`config.mk`:
```
export PLATFORM = sky130hd
export DESIGN_NAME = digit_segment_driver
export DESIGN_NICKNAME = d
export VERILOG_FILES = /design/src/rtl/digit_segment_driver.sv
export SDC_FILE = /design/constraint.sdc
export NUM_CORES = 1
export LEC_CHECK = 0
export BUFFER_PORTS_ARGS = -buffer_cell sky130_fd_sc_hd__buf_2
export CAP_MARGIN = 0
export CELL_PAD_IN_SITES_DETAIL_PLACEMENT = 0
export CELL_PAD_IN_SITES_GLOBAL_PLACEMENT = 1
export CORE_MARGIN = 1.5
export CORE_UTILIZATION = 41
export CTS_CLUSTER_SIZE = 30
export DETAILED_ROUTE_END_ITERATION = 7
export PLACE_DENSITY_LB_ADDON = 0.1
export SKIP_LAST_GASP = 1
export SYNTH_ARGS = -nofsm -noshare
export SYNTH_HDL_FRONTEND = slang
export SYNTH_SLANG_ARGS = --single-unit
export TNS_END_PERCENT = 50
```
`constraint.sdc`:
```
create_clock -name CLK -period 1.4 [get_ports CLK]
set_clock_uncertainty 0.05 [all_clocks]
set_input_delay 0.14 -clock CLK [delete_from_list [all_inputs] [get_ports CLK]]
set_output_delay 0.14 -clock CLK [all_outputs]
set_load 0.005 [all_outputs]
```
`src/rtl/digit_segment_driver.sv`:
```
// Binary-to-BCD (serial double-dabble) driver for a 2-digit 7-segment display.
// Optional macro LEADING_ZERO_BLANK_EN blanks a leading zero in the tens column.
module digit_segment_driver #(
    parameter int SEG_ACTIVE_LOW = 1,
    parameter int MAX_VALUE      = 99
) (
    input  logic       CLK,
    input  logic       RST_N,
    input  logic [6:0] Number_Data,
    input  logic       Number_Valid,
    output logic       Busy,
    input  logic [1:0] Column_Scan_Sig,
    output logic [7:0] Row_Scan_Sig
);

    typedef enum logic [1:0] {
        IDLE = 2'd0,
        CONV = 2'd1,
        DONE = 2'd2
    } state_t;

    localparam logic [6:0] MAXV = 7'(MAX_VALUE);

    state_t     state, state_nxt;
    logic [6:0] bin_q;
    logic [7:0] bcd_q;
    logic [2:0] bit_cnt;
    logic       ovf_q;
    logic [3:0] tens_q, units_q;
    logic       disp_ovf_q;
    logic [7:0] bcd_adj;
    logic [7:0] row_nxt;
    logic [7:0] seg_base;

    function automatic logic [7:0] seg_code(input logic [3:0] d);
        logic [7:0] c;
        c = 8'hFF;
        case (d)
            4'd0:    c = 8'hC0;
            4'd1:    c = 8'hF9;
            4'd2:    c = 8'hA4;
            4'd3:    c = 8'hB0;
            4'd4:    c = 8'h99;
            4'd5:    c = 8'h92;
            4'd6:    c = 8'h82;
            4'd7:    c = 8'hF8;
            4'd8:    c = 8'h80;
            4'd9:    c = 8'h90;
            default: c = 8'hFF;
        endcase
        return c;
    endfunction

    // State register
    always_ff @(posedge CLK or negedge RST_N) begin
        if (!RST_N) state <= IDLE;
        else        state <= state_nxt;
    end

    // Next-state logic
    always_comb begin
        state_nxt = state;
        case (state)
            IDLE: if (Number_Valid) state_nxt = CONV;
            CONV: if (bit_cnt == 3'd6) state_nxt = DONE;
            DONE: state_nxt = IDLE;
            default: state_nxt = IDLE;
        endcase
    end

    assign Busy = (state != IDLE);

    // Add-3 correction on each BCD nibble before the shift
    always_comb begin
        bcd_adj = bcd_q;
        if (bcd_q[3:0] >= 4'd5) bcd_adj[3:0] = bcd_q[3:0] + 4'd3;
        if (bcd_q[7:4] >= 4'd5) bcd_adj[7:4] = bcd_q[7:4] + 4'd3;
    end

    // Conversion datapath and display registers
    always_ff @(posedge CLK or negedge RST_N) begin
        if (!RST_N) begin
            bin_q      <= '0;
            bcd_q      <= '0;
            bit_cnt    <= '0;
            ovf_q      <= 1'b0;
            tens_q     <= '0;
            units_q    <= '0;
            disp_ovf_q <= 1'b0;
        end else begin
            case (state)
                IDLE: begin
                    if (Number_Valid) begin
                        bin_q   <= (Number_Data > MAXV) ? MAXV : Number_Data;
                        ovf_q   <= (Number_Data > MAXV);
                        bcd_q   <= '0;
                        bit_cnt <= '0;
                    end
                end
                CONV: begin
                    {bcd_q, bin_q} <= {bcd_adj[6:0], bin_q, 1'b0};
                    bit_cnt        <= bit_cnt + 3'd1;
                end
                DONE: begin
                    tens_q     <= bcd_q[7:4];
                    units_q    <= bcd_q[3:0];
                    disp_ovf_q <= ovf_q;
                end
                default: ;
            endcase
        end
    end

    // Segment pattern for the selected column
    always_comb begin
        seg_base = 8'hFF;
        case (Column_Scan_Sig)
            2'b10: begin
`ifdef LEADING_ZERO_BLANK_EN
                if (tens_q == 4'd0)
                    seg_base = 8'hFF;
                else
                    seg_base = seg_code(tens_q) & ~{disp_ovf_q, 7'b0};
`else
                seg_base = seg_code(tens_q) & ~{disp_ovf_q, 7'b0};
`endif
            end
            2'b01:   seg_base = seg_code(units_q) & ~{disp_ovf_q, 7'b0};
            default: seg_base = 8'hFF;
        endcase
        row_nxt = (SEG_ACTIVE_LOW != 0) ? seg_base : ~seg_base;
    end

    // Registered segment output
    always_ff @(posedge CLK or negedge RST_N) begin
        if (!RST_N) Row_Scan_Sig <= 8'hFF;
        else        Row_Scan_Sig <= row_nxt;
    end

endmodule

```
# Yosys cells after proc, flatten, opt, wreduce, memory -nomap -nowiden
# Memory sizes are Yosys's and may differ from the RTL's.
# Cells that the tools add are included.
totals:
  romBits: 224
  output_inout_bits: 9
  word_cells: 48
  ff_bits: 38
  n_memories: 2
  inputBits: 12
memory_table:
  columns: ["memory", "words", "word_bits", "read_ports", "rd_ports_with_merged_regs", "write_ports", "line_no", "text"]
  rows:
  - ["(name not given)", 16, 7, 1, 0, 0, "38", "case (d)"]
  - ["(name not given)", 16, 7, 1, 0, 0, "38", null]
op_classes:
  reduce_logical: 6
  order_cmp: 3
  bitwise_logic: 3
  n_addsub: 3
  n_eq_ne: 7
  muxes: 15
op_table:
  columns: ["operator", "count"]
  rows:
  - ["8-bit one-hot mux with 2 select lines", 2]
  - ["8-bit 2-to-1 mux", 3]
  - ["8-bit bitwise AND", 2]
  - ["7-bit 2-to-1 mux", 2]
  - ["7-bit one-hot mux with 2 select lines", 1]
  - ["4-bit by 3-bit greater-or-equal comparator with 1-bit output (second input constant)", 2]
  - ["8-bit NOT", 1]
  - ["7-bit > comparator (second input constant)", 1]
  - ["3-bit 2-to-1 mux", 2]
  - ["3-bit one-hot mux with 2 select lines", 1]
  - ["2-bit AND reduction", 3]
  - ["4-bit by 2-bit adder with 4-bit output (second input constant)", 1]
  - ["2-bit by 1-bit == test with 1-bit output (second input constant)", 2]
  - ["2-bit == test (second input constant)", 2]
  - ["2-bit 2-to-1 mux", 2]
  - ["4-bit 2-to-1 mux", 1]
  - ["2-bit inequality test (second input constant)", 2]
  - ["2-bit one-hot mux with 2 select lines", 1]
  - ["2-bit nonzero test", 2]
  - ["3-bit by 1-bit adder with 3-bit output (second input constant)", 1]
  - ["3-bit by 2-bit adder with 3-bit output (second input constant)", 1]
  - ["3-bit == test (second input constant)", 1]
  - ["2-bit logical NOT", 1]

# Longest topological paths before layout
# Gate-level depths: netlist (run 1).
depth:
  word_depth: 4
  ltp_mapped: 5
  ltp_nobuf: 5

# Worst setup path after synthesis (run 1)
# No wires, ideal clock.
synth_timing:
  path_type: "flip-flop to flip-flop"
  startpoint: "reg tens_q[1]"
  endpoint: "reg Row_Scan_Sig[3]"
  synth_period_minus_slack_ns: 1.391
  path_stages_with_launch: 6
  path_buffers: 0
  setup_ns: 0.094
  t_required_ns: 1.256
  slack_ns: 0.009
  t_arrival_ns: 1.247
  path_cell_list: "dfrtp_1 inv_1 ha_1 or2_2 a21oi_1 o221ai_1"
synth_via:
  elab_chain_len: 4
synth_lines:
  columns: ["item", "line_no", "text"]
  rows:
  - ["from (decl)", "29", "logic [3:0] tens_q, units_q;"]
  - ["from (signal assigned)", "105", "tens_q <= bcd_q[7:4];"]
  - ["memory read 16 x 7 bit", null, null]
  - ["8-bit 2-to-1 mux", "117", "case (Column_Scan_Sig)"]
  - ["8-bit bitwise AND", "125", "seg_base = seg_code(tens_q) & ~{disp_ovf_q, 7'b0};"]
  - ["8-bit one-hot mux with 2 select lines", "117", null]
  - ["net row_nxt[3]", "32", "logic [7:0] row_nxt;"]
  - ["to (signal assigned)", "137", "else Row_Scan_Sig <= row_nxt;"]
  - ["to (decl)", "13", "output logic [7:0] Row_Scan_Sig"]
# The timed path passes the listed nets, and every way through them passes these cells. The select of a mux whose other input is x is not followed.
# A chain may end at the register's enable or synchronous reset.

# Final worst setup path (run 1)
layout_timing:
  startpoint: "reg state[0]"
  endpoint: "reg ovf_q"
layout_via:
  elab_chain_len: 2
layout_lines:
  columns: ["item", "line_no", "text"]
  rows:
  - ["from (decl)", "24", "state_t state, state_nxt;"]
  - ["from (signal assigned)", "57", "else state <= state_nxt;"]
  - ["2-bit logical NOT", "91", "case (state)"]
  - ["2-bit AND reduction (no source line)", null, null]
  - ["to (signal assigned)", "95", "ovf_q <= (Number_Data > MAXV);"]
  - ["to (decl)", "28", "logic ovf_q;"]
# No other way between the ends.

==> results.json, run 1 <==
{
  "grtUsageTotal_pct": 17.0,
  "reg2reg_to": "ovf_q$_DFFE_PN0P_",
  "die_height_um": 76.5,
  "slew_headroom_pct": 75.5,
  "dieArea_sq_um": 5850,
  "yosys_warnings": 0,
  "seqCellArea_sq_um": 962,
  "postRouteAntennaNets": 0,
  "async_flop_share_pct": 100,
  "rr_startpoint": "state[0]$_DFFE_PN0P_",
  "fill_cells": 482,
  "clk_latency_ns": 0.28,
  "diodes": 0,
  "power_density_nw_per_um2": 2030,
  "synth_area_leaders": "dfrtp_1 34%, ha_1 11%, dfstp_2 9.5%",
  "fin_crit_ns": 1.43,
  "cts_max_level": 2,
  "ys_ff_latch": 38,
  "syn_avg_cell_area_sq_um": 9.92,
  "status": "finished, violations left",
  "synth_most_common_cell": "dfrtp_1",
  "finalHoldViolations": 0,
  "synth_area_leader_cell": "dfrtp_1",
  "worst_path_largest_cell_delay_ns": 0.43,
  "routed_wl_um": 4850,
  "cpMaxStageDelayCell": "dfrtp_1",
  "p_total_uw": 5740,
  "min_from": "Number_Data[4]",
  "path_cells": "buf_6 > or3b_4 > mux2_4",
  "hold_path_class": "input pin to flip-flop",
  "dpl.hpwl_um": 3500,
  "fin_crit_sh_pct": 102,
  "portBuffers": 20,
  "peakVddDrop_mv": 0.977,
  "slew_violations": 0,
  "clkSlewWorstSetupHoldPaths_ns": 0.08,
  "multiInputGateArea_sq_um": 1230,
  "drtIter0Drc": 51,
  "synth_top_area_share_pct": 33.9,
  "rows": 26,
  "holdPathEnd": "bin_q[4]$_DFFE_PN0P_",
  "setup_viol": 1,
  "nNetsFinal": 306,
  "post_drt_wl_per_cell_um": 14.1,
  "fmax_ghz": 0.697,
  "via_count": 1765,
  "ctsRootBufferMaster": "clkbuf_8",
  "yosys-top-cells-count": "30 x dfrtp_1, 26 x o21ai_0, 24 x nand2_1",
  "overflow": 0,
  "drc_errors": 0,
  "grt_max_degree": 17,
  "cts-buffers-inserted": 5,
  "synthDistinctLibCells": 48,
  "synth_edf_count": 0,
  "worst_slack_ns": -0.0340,
  "cp-end-kind": "flip-flop",
  "grt_pass1_vias": 1711,
  "crit_buf_inv": 1,
  "leakage_uw": 0.00130,
  "syn-cell-area_sq_um": 2210,
  "synthCells": 223,
  "max-clock-path-buffers": 2,
  "arrival_ns": 1.56,
  "crit_family": "flip-flops",
  "initial_core_util_pct": 43.0,
  "violations": "negative setup slack",
  "reg2reg_depth": 3,
  "grt_pass1_wl_um": 7990,
  "first_pass_iters": 4,
  "synthToLayoutAreaGrowth_pct": 27.7,
  "routabilityCongestion": 0.764,
  "utilization_pct": 55.0,
  "via_per_inst": 5.12,
  "drv_cap": 0,
  "cp-start-kind": "flip-flop",
  "antenna_found_initial": 0,
  "ys_seq_area_share_pct": 43.4,
  "cts_sinks": 38,
  "worst-setup-path-type": "flip-flop to flip-flop",
  "worstMarginPinSlew_ns": 0.368,
  "die_w_um": 76.5,
  "io-pin-count": 21,
  "drive_gt1_share_pct": 36.7,
  "syn_nets": 255,
  "whs_path_depth": 2,
  "ys.flop_type": "dfrtp_1",
  "cp.required_ns": 1.53,
  "tritoncts": "done",
  "critPathMaxFanout": 5,
  "coreArea_sq_um": 5140,
  "rsz0062_at_grt": "yes",
  "ff2ff_setup_slack_ns": -0.03
}
## cell families after synthesis
logic type / synth area share [%]
AOI/OAI and AO/OA: 22.6
xor gates and xnor gates: 0.792
adders and majority gates: 11.3
buffers and inverters: 5.54
DFF: 43.4
muxes: 2.60
and+or+nand+nor: 13.7
## report_power, final
part           internal (uW)  leakage (uW)  switching [uW]
clock                    398     0.0000482             385
combinational           1590      0.000777            1430
sequential              1570      0.000472             366
## sequential cells by signal, summed over array words and instances, names as in the netlist
| signal | cells |
|---|---|
| ovf_q | 1 |
| Row_Scan_Sig | 8 |
| bcd_q | 8 |
| disp_ovf_q | 1 |
| bit_cnt | 3 |
| units_q | 4 |
| state | 2 |
| tens_q | 4 |
| bin_q | 7 |
## worst max path at each step
stage,start,end,slack [ns],depth (start not counted)
floorplan,tens_q[1]$_DFFE_PN0N_,Row_Scan_Sig[3]$_DFF_PN1_,0.009,5
global placement,tens_q[0]$_DFFE_PN0N_,Row_Scan_Sig[4]$_DFF_PN1_,-0.15,5
detailed placement,tens_q[0]$_DFFE_PN0N_,Row_Scan_Sig[4]$_DFF_PN1_,-0.21,5
CTS,state[0]$_DFFE_PN0P_,bin_q[0]$_DFFE_PN0P_,-0.04,4
global route,state[0]$_DFFE_PN0P_,ovf_q$_DFFE_PN0P_,-0.07,3
finish,state[0]$_DFFE_PN0P_,ovf_q$_DFFE_PN0P_,-0.03,3
## per-stage QoR
step | setup TNS [ns] | instance area [sq um] | setup slack [ns] | hold slack, ns | instances
floorplan | 0 | 2210 | 0.00894 | -0.206 | 223
global placement | -0.256 | 2530 | -0.155 | 0.0211 | 326
detailed placement | -0.269 | 2530 | -0.206 | 0.0239 | 326
CTS | -0.156 | 2700 | -0.0370 | 0.0207 | 340
global route | -0.619 | 2830 | -0.0658 | 0.0226 | 345
finish | -0.0340 | 2830 | -0.0340 | 0.0271 | 345
## layer usage
layer  share of wire [%]  GRT usage, %  up-vias
met1                  46          21.1      845
met5                   0             0        -
met4                0.82          5.00        0
li1                    -             -      892
met3                 2.3          2.99        4
met2                  51          30.0       24
## layout by cell type, fill, tap and decap left out, types with 4 or more instances in the layout
master | netlist | routed
buf_2 | 8 | 20
buf_4 | 0 | 28
buf_6 | 1 | 4
clkbuf_8 | 0 | 6
dfrtp_1 | 30 | 29
dfstp_2 | 8 | 8
ha_1 | 20 | 15
inv_1 | 18 | 15
nand2_1 | 24 | 22
nand2b_1 | 10 | 9
nor2_1 | 5 | 5
nor2b_1 | 8 | 6
o211ai_1 | 4 | 4
o21ai_0 | 26 | 24
o221ai_1 | 6 | 6
## area by class of cell
type                    count  share of cell area (%)
multi-input cells         157                    43.6
flip-flops and latches     38                    34.1
repair buffers             54                    13.6
well taps                  70                    3.10
clock buffers               7                    3.06
inverters                  18                    2.39
clock inverters             1                   0.177
## what timing repair did
action | 4_1_cts | 5_1_grt
pin swaps | 1 | 6
hold endpoints to repair | 11 | 0
gates resized for setup | 11 | 22
buffers inserted | 5 | 5
setup endpoints to repair | 14 | 30
hold buffers | 1 | 0
No activity file was read; power rests on OpenSTA's default activity.
==> run 2, diff against run 1 <==
==> constraint.sdc (replaced) <==
create_clock -name CLK -period 1.4 [get_ports CLK]
set_clock_uncertainty 0.05 [all_clocks]
set_input_delay 0.21 -clock CLK [delete_from_list [all_inputs] [get_ports CLK]]
set_output_delay 0.21 -clock CLK [all_outputs]
set_load 0.005 [all_outputs]
==> results.json, run 2 (same netlist as run 1, synthesis figures left out) <==
{
  "status": "finished, violations left",
  "violations": "negative setup slack",
  "portBuffers": 20,
  "grtUsageTotal_pct": 16.9,
  "dpl.hpwl_um": 3380,
  "slew_violations": 0,
  "worst_path_largest_cell_delay_ns": 0.41,
  "cts_sinks": 38,
  "via_count": 1761,
  "synthToLayoutAreaGrowth_pct": 31.2,
  "ff2ff_setup_slack_ns": -0.05,
  "worst_slack_ns": -0.0458,
  "post_dp_cell_area_sq_um": 2550,
  "io-pin-count": 21,
  "endpoint": "ovf_q$_DFFE_PN0P_",
  "fmax_ghz": 0.692,
  "cp-start-kind": "flip-flop",
  "overflow": 0,
  "first_pass_iters": 4,
  "final_cells": 344,
  "clkSlewWorstSetupHoldPaths_ns": 0.08,
  "crit_family": "flip-flops",
  "drive_gt1_share_pct": 38.0,
  "cts_max_level": 2,
  "tritoncts": "done",
  "critPathMaxFanout": 9,
  "fin_crit_sh_pct": 103,
  "rr_startpoint": "state[1]$_DFFE_PN0P_",
  "grt_pass1_vias": 1726,
  "slew_headroom_pct": 75.9,
  "crit_cells": 3,
  "hold_path_class": "input pin to flip-flop",
  "leakage_uw": 0.00134,
  "worst-setup-path-type": "flip-flop to flip-flop",
  "cp-end-kind": "flip-flop",
  "diodes": 0,
  "reg2reg_to": "ovf_q$_DFFE_PN0P_",
  "die_w_um": 76.5,
  "ctsRootBufferMaster": "clkbuf_8",
  "fin_crit_ns": 1.45,
  "finalHoldViolations": 0,
  "routabilityCongestion": 0.773,
  "antenna_found_initial": 0,
  "dp_cells": 327,
  "die_height_um": 76.5,
  "drc_errors": 0,
  "routed_wl_um": 4720,
  "clk_latency_ns": 0.30,
  "path_cells": "buf_4 > or3b_4 > mux2_4",
  "grt_pass1_wl_um": 7790,
  "p_total_uw": 6080,
  "cpMaxStageDelayCell": "dfrtp_2",
  "peakVddDrop_mv": 1.20,
  "coreArea_sq_um": 5140,
  "post_drt_wl_per_cell_um": 13.7,
  "whs_path_depth": 3,
  "top_regs": "Row_Scan_Sig (8), bcd_q (8), bin_q (7)",
  "crit_buf_inv": 1,
  "cts-buffers-inserted": 5,
  "max-clock-path-buffers": 2,
  "initial_core_util_pct": 43.0,
  "cp.required_ns": 1.55,
  "power_density_nw_per_um2": 2100,
  "postRouteAntennaNets": 0,
  "drv_cap": 0,
  "startpoint": "state[1]$_DFFE_PN0P_",
  "place_ws_ns": -0.118,
  "rows": 26,
  "setup_viol": 4,
  "worstMarginPinSlew_ns": 0.361,
  "rsz0062_at_grt": "yes",
  "holdWs_ns": 0.0810,
  "nNetsFinal": 305,
  "mostFrequentLayoutCell": "dfrtp_1",
  "reg2reg_depth": 3,
  "via_per_inst": 5.12,
  "drtIter0Drc": 54,
  "dieArea_sq_um": 5850,
  "final_cell_area_sq_um": 2900,
  "final_cell_mix": "29 x dfrtp_1, 24 x buf_4, 20 x nand2_1",
  "arrival_ns": 1.59,
  "grt_max_degree": 29
}
run 2: where the power goes:
part	total, uW	switching [uW]	internal [uW]
Combinational	3000	1390	1610
Sequential	1940	372	1570
Clock	1140	426	714
run 2: worst register-to-register path, delay by kind of cell, from the launching register on:
family,cells,cell delay (ns)
multiplexers,1,0.30
AND/OR/NAND/NOR,1,0.41
flip-flops,1,0.41
buffers and inverters,1,0.17
run 2: area by class of cell:
class,instances,area [sq um]
Fill cell,509,2240
Sequential cell,38,962
Tap cell,70,87.6
Clock inverter,3,68.8
Multi-Input combinational cell,157,1230
Timing Repair Buffer,53,418
Clock buffer,5,68.8
Inverter,18,67.6
run 2: layer usage:
| metal | share of wire [%] | track usage, % | vias up |
|---|---|---|---|
| met4 | 1.8 | 7.78 | 0 |
| li1 | - | - | 890 |
| met5 | 0 | 0 | - |
| met2 | 51 | 29.6 | 27 |
| met1 | 45 | 20.1 | 837 |
| met3 | 2.6 | 3.23 | 7 |
run 2: worst min-delay path by stage:
stage                              start                      to  slack [ns]
after floorplan                    RST_N    bcd_q[0]$_DFFE_PN0P_       -0.14
after global placement             RST_N  disp_ovf_q$_DFFE_PN0N_        0.06
after detailed placement           RST_N  disp_ovf_q$_DFFE_PN0N_        0.05
after CTS                 Number_Data[1]    bin_q[1]$_DFFE_PN0P_        0.08
after global routing      Number_Data[3]    bin_q[3]$_DFFE_PN0P_        0.08
final                     Number_Data[1]    bin_q[1]$_DFFE_PN0P_        0.08
run 2: through the flow:
step | setup TNS [ns] | utilization [%]
global placement | -0.144 | 49.6
finish | -0.104 | 56.5
CTS | -0.742 | 53.3
floorplan | 0 | -
global route | -0.510 | 56.5
detailed placement | -0.169 | 49.6
run 2: what timing repair did:
item                                    in CTS  in global routing
resized for setup                            7                 38
hold buffers                                 1                  0
endpoints found under the hold margin       10                  0
pin swaps                                    0                  6
gates cloned                                 0                  1
endpoints found under the setup margin      10                 27
setup buffers                                3                  4
==> run 3, diff against run 2 <==
--- a/config.mk
+++ b/config.mk
@@ -5,6 +5,7 @@
 export SDC_FILE = /design/constraint.sdc
 export NUM_CORES = 1
 export LEC_CHECK = 0
+export ABC_CLOCK_PERIOD_IN_PS = 1400
 export BUFFER_PORTS_ARGS = -buffer_cell sky130_fd_sc_hd__buf_2
 export CAP_MARGIN = 0
 export CELL_PAD_IN_SITES_DETAIL_PLACEMENT = 0
@@ -13,7 +14,7 @@
 export CORE_UTILIZATION = 41
 export CTS_CLUSTER_SIZE = 30
 export DETAILED_ROUTE_END_ITERATION = 7
-export PLACE_DENSITY_LB_ADDON = 0.1
+export PLACE_DENSITY = 0.8
 export SKIP_LAST_GASP = 1
 export SYNTH_ARGS = -nofsm -noshare
 export SYNTH_HDL_FRONTEND = slang
==> results.json, run 3 (same netlist as run 1, synthesis figures left out) <==
{
  "via_per_inst": 5.15,
  "worst-setup-path-type": "flip-flop to primary output",
  "grt_pass1_wl_um": 7900,
  "rr_startpoint": "state[0]$_DFFE_PN0P_",
  "setup_viol": 5,
  "cp-end-kind": "primary output",
  "mostFrequentLayoutCell": "dfrtp_1",
  "cts-buffers-inserted": 5,
  "fmax_ghz": 0.699,
  "top_regs": "Row_Scan_Sig (8), bcd_q (8), bin_q (7)",
  "hold_path_class": "input pin to flip-flop",
  "reg2reg_depth": 3,
  "reg2reg_to": "ovf_q$_DFFE_PN0P_",
  "drtIter0Drc": 21,
  "peakVddDrop_mv": 0.956,
  "cp.required_ns": 1.14,
  "slew_headroom_pct": 70.6,
  "grt_pass1_vias": 1770,
  "post_dp_cell_area_sq_um": 2530,
  "drc_errors": 0,
  "dp_cells": 324,
  "synthToLayoutAreaGrowth_pct": 28.1,
  "critPathMaxFanout": 3,
  "endpoint": "Busy",
  "cts_sinks": 38,
  "drive_gt1_share_pct": 36.8,
  "holdWs_ns": 0.0849,
  "fin_crit_sh_pct": 102,
  "pwr-share-comb_pct": 51.6,
  "routabilityCongestion": 0.809,
  "power_frac_clock_pct": 13.9,
  "p_sw_share_pct": 38.1,
  "worst_slack_ns": -0.0309,
  "grt_max_degree": 23,
  "drv_cap": 0,
  "grtUsageTotal_pct": 16.6,
  "final_cell_mix": "29 x dfrtp_1, 22 x buf_4, 20 x ha_1",
  "portBuffers": 20,
  "dpl.hpwl_um": 3240,
  "initial_core_util_pct": 43.0,
  "worst_path_largest_cell_delay_ns": 0.42,
  "ctsRootBufferMaster": "clkbuf_8",
  "clkSlewWorstSetupHoldPaths_ns": 0.08,
  "die_w_um": 76.5,
  "tritoncts": "done",
  "crit_top_cell": "buf_6",
  "cp-start-kind": "flip-flop",
  "ff2ff_setup_slack_ns": -0.01,
  "cts_max_level": 2,
  "power_density_nw_per_um2": 2000,
  "leakage_uw": 0.00130,
  "rsz0062_at_grt": "yes",
  "p_total_uw": 5660,
  "postRouteAntennaNets": 0,
  "via_count": 1762,
  "status": "finished, violations left",
  "dieArea_sq_um": 5850,
  "die_height_um": 76.5,
  "path_cells": "buf_6 > or2_4 > buf_6",
  "startpoint": "state[0]$_DFFE_PN0P_",
  "net-switching-power_uw": 2160,
  "nNetsFinal": 303,
  "seqPwrFrac_pct": 34.4,
  "cpMaxStageDelayCell": "dfrtp_1",
  "coreArea_sq_um": 5140,
  "clk_latency_ns": 0.29,
  "worstMarginPinSlew_ns": 0.441,
  "antenna_found_initial": 0,
  "fin_crit_ns": 1.43,
  "first_pass_iters": 4,
  "post_drt_wl_per_cell_um": 13.7,
  "overflow": 0,
  "slew_violations": 0,
  "arrival_ns": 1.17,
  "final_cell_area_sq_um": 2830,
  "finalHoldViolations": 0,
  "max-clock-path-buffers": 2,
  "final_cells": 342,
  "internal-power_uw": 3500,
  "rows": 26,
  "routed_wl_um": 4670,
  "io-pin-count": 21,
  "violations": "negative setup slack",
  "diodes": 0
}
-- run 3: per-stage QoR --
stage               worst slack (ns)  utilization [%]  setup TNS (ns)
floorplan                    0.00894                -               0
global placement              -0.117             49.2          -0.117
detailed placement            -0.131             49.2          -0.152
CTS                          -0.0255             52.5          -0.154
global route                 -0.0793             55.1          -0.995
finish                       -0.0309             55.1         -0.0571
-- run 3: area by class of cell --
class / instances / area, sq um
timing repair buffer: 51 / 403
fill: 494 / 2310
clock buffer: 6 / 82.6
inverter: 18 / 67.6
sequential: 38 / 962
clock inverter: 2 / 12.5
tap: 70 / 87.6
multi-input combinational: 157 / 1220
-- run 3: repair_timing --
action                                  CTS  global route
pin swaps                                 2             6
endpoints found under the hold margin     8             0
gates cloned                              0             1
hold buffers                              1             0
endpoints found under the setup margin    6            28
resized for setup                         9            32
buffers inserted                          4             4
-- run 3: worst min path at each step --
stage / startpoint / end / slack (ns) / cells past startpoint
after detailed placement: RST_N / units_q[3]$_DFFE_PN0N_ / 0.13 / 1
after global placement: RST_N / units_q[3]$_DFFE_PN0N_ / 0.12 / 1
final: Number_Data[1] / bin_q[1]$_DFFE_PN0P_ / 0.08 / 3
after CTS: Number_Data[1] / bin_q[1]$_DFFE_PN0P_ / 0.09 / 3
after floorplan: RST_N / bcd_q[0]$_DFFE_PN0P_ / -0.14 / 0
after global routing: Number_Data[4] / bin_q[4]$_DFFE_PN0P_ / 0.10 / 2
-- run 3: worst max-delay path: cells and delay by family (launching register included) --
family	cells	cell delay, ns
DFF	1	0.42
and+or+nand+nor	1	0.22
buffers and inverters	2	0.24
-- run 3: power groups by stage --
| stage | sequential [uW] | clock, uW | combinational, uW |
|---|---|---|---|
| after floorplan | 1840 | 0 | 1780 |
| after global placement | 1930 | 0 | 2510 |
| after detailed placement | 1940 | 0 | 2530 |
| after CTS | 1930 | 806 | 2680 |
| after global routing | 2030 | 857 | 3290 |
| final | 1950 | 789 | 2920 |
-- run 3: routing by layer --
layer | routed length [um] | up-vias | global-route usage (%)
met3 | 105 | 8 | 2.63
met2 | 2380 | 26 | 28.9
met5 | 0 | - | 0
met4 | 78 | 0 | 6.30
li1 | - | 894 | -
met1 | 2100 | 834 | 20.6
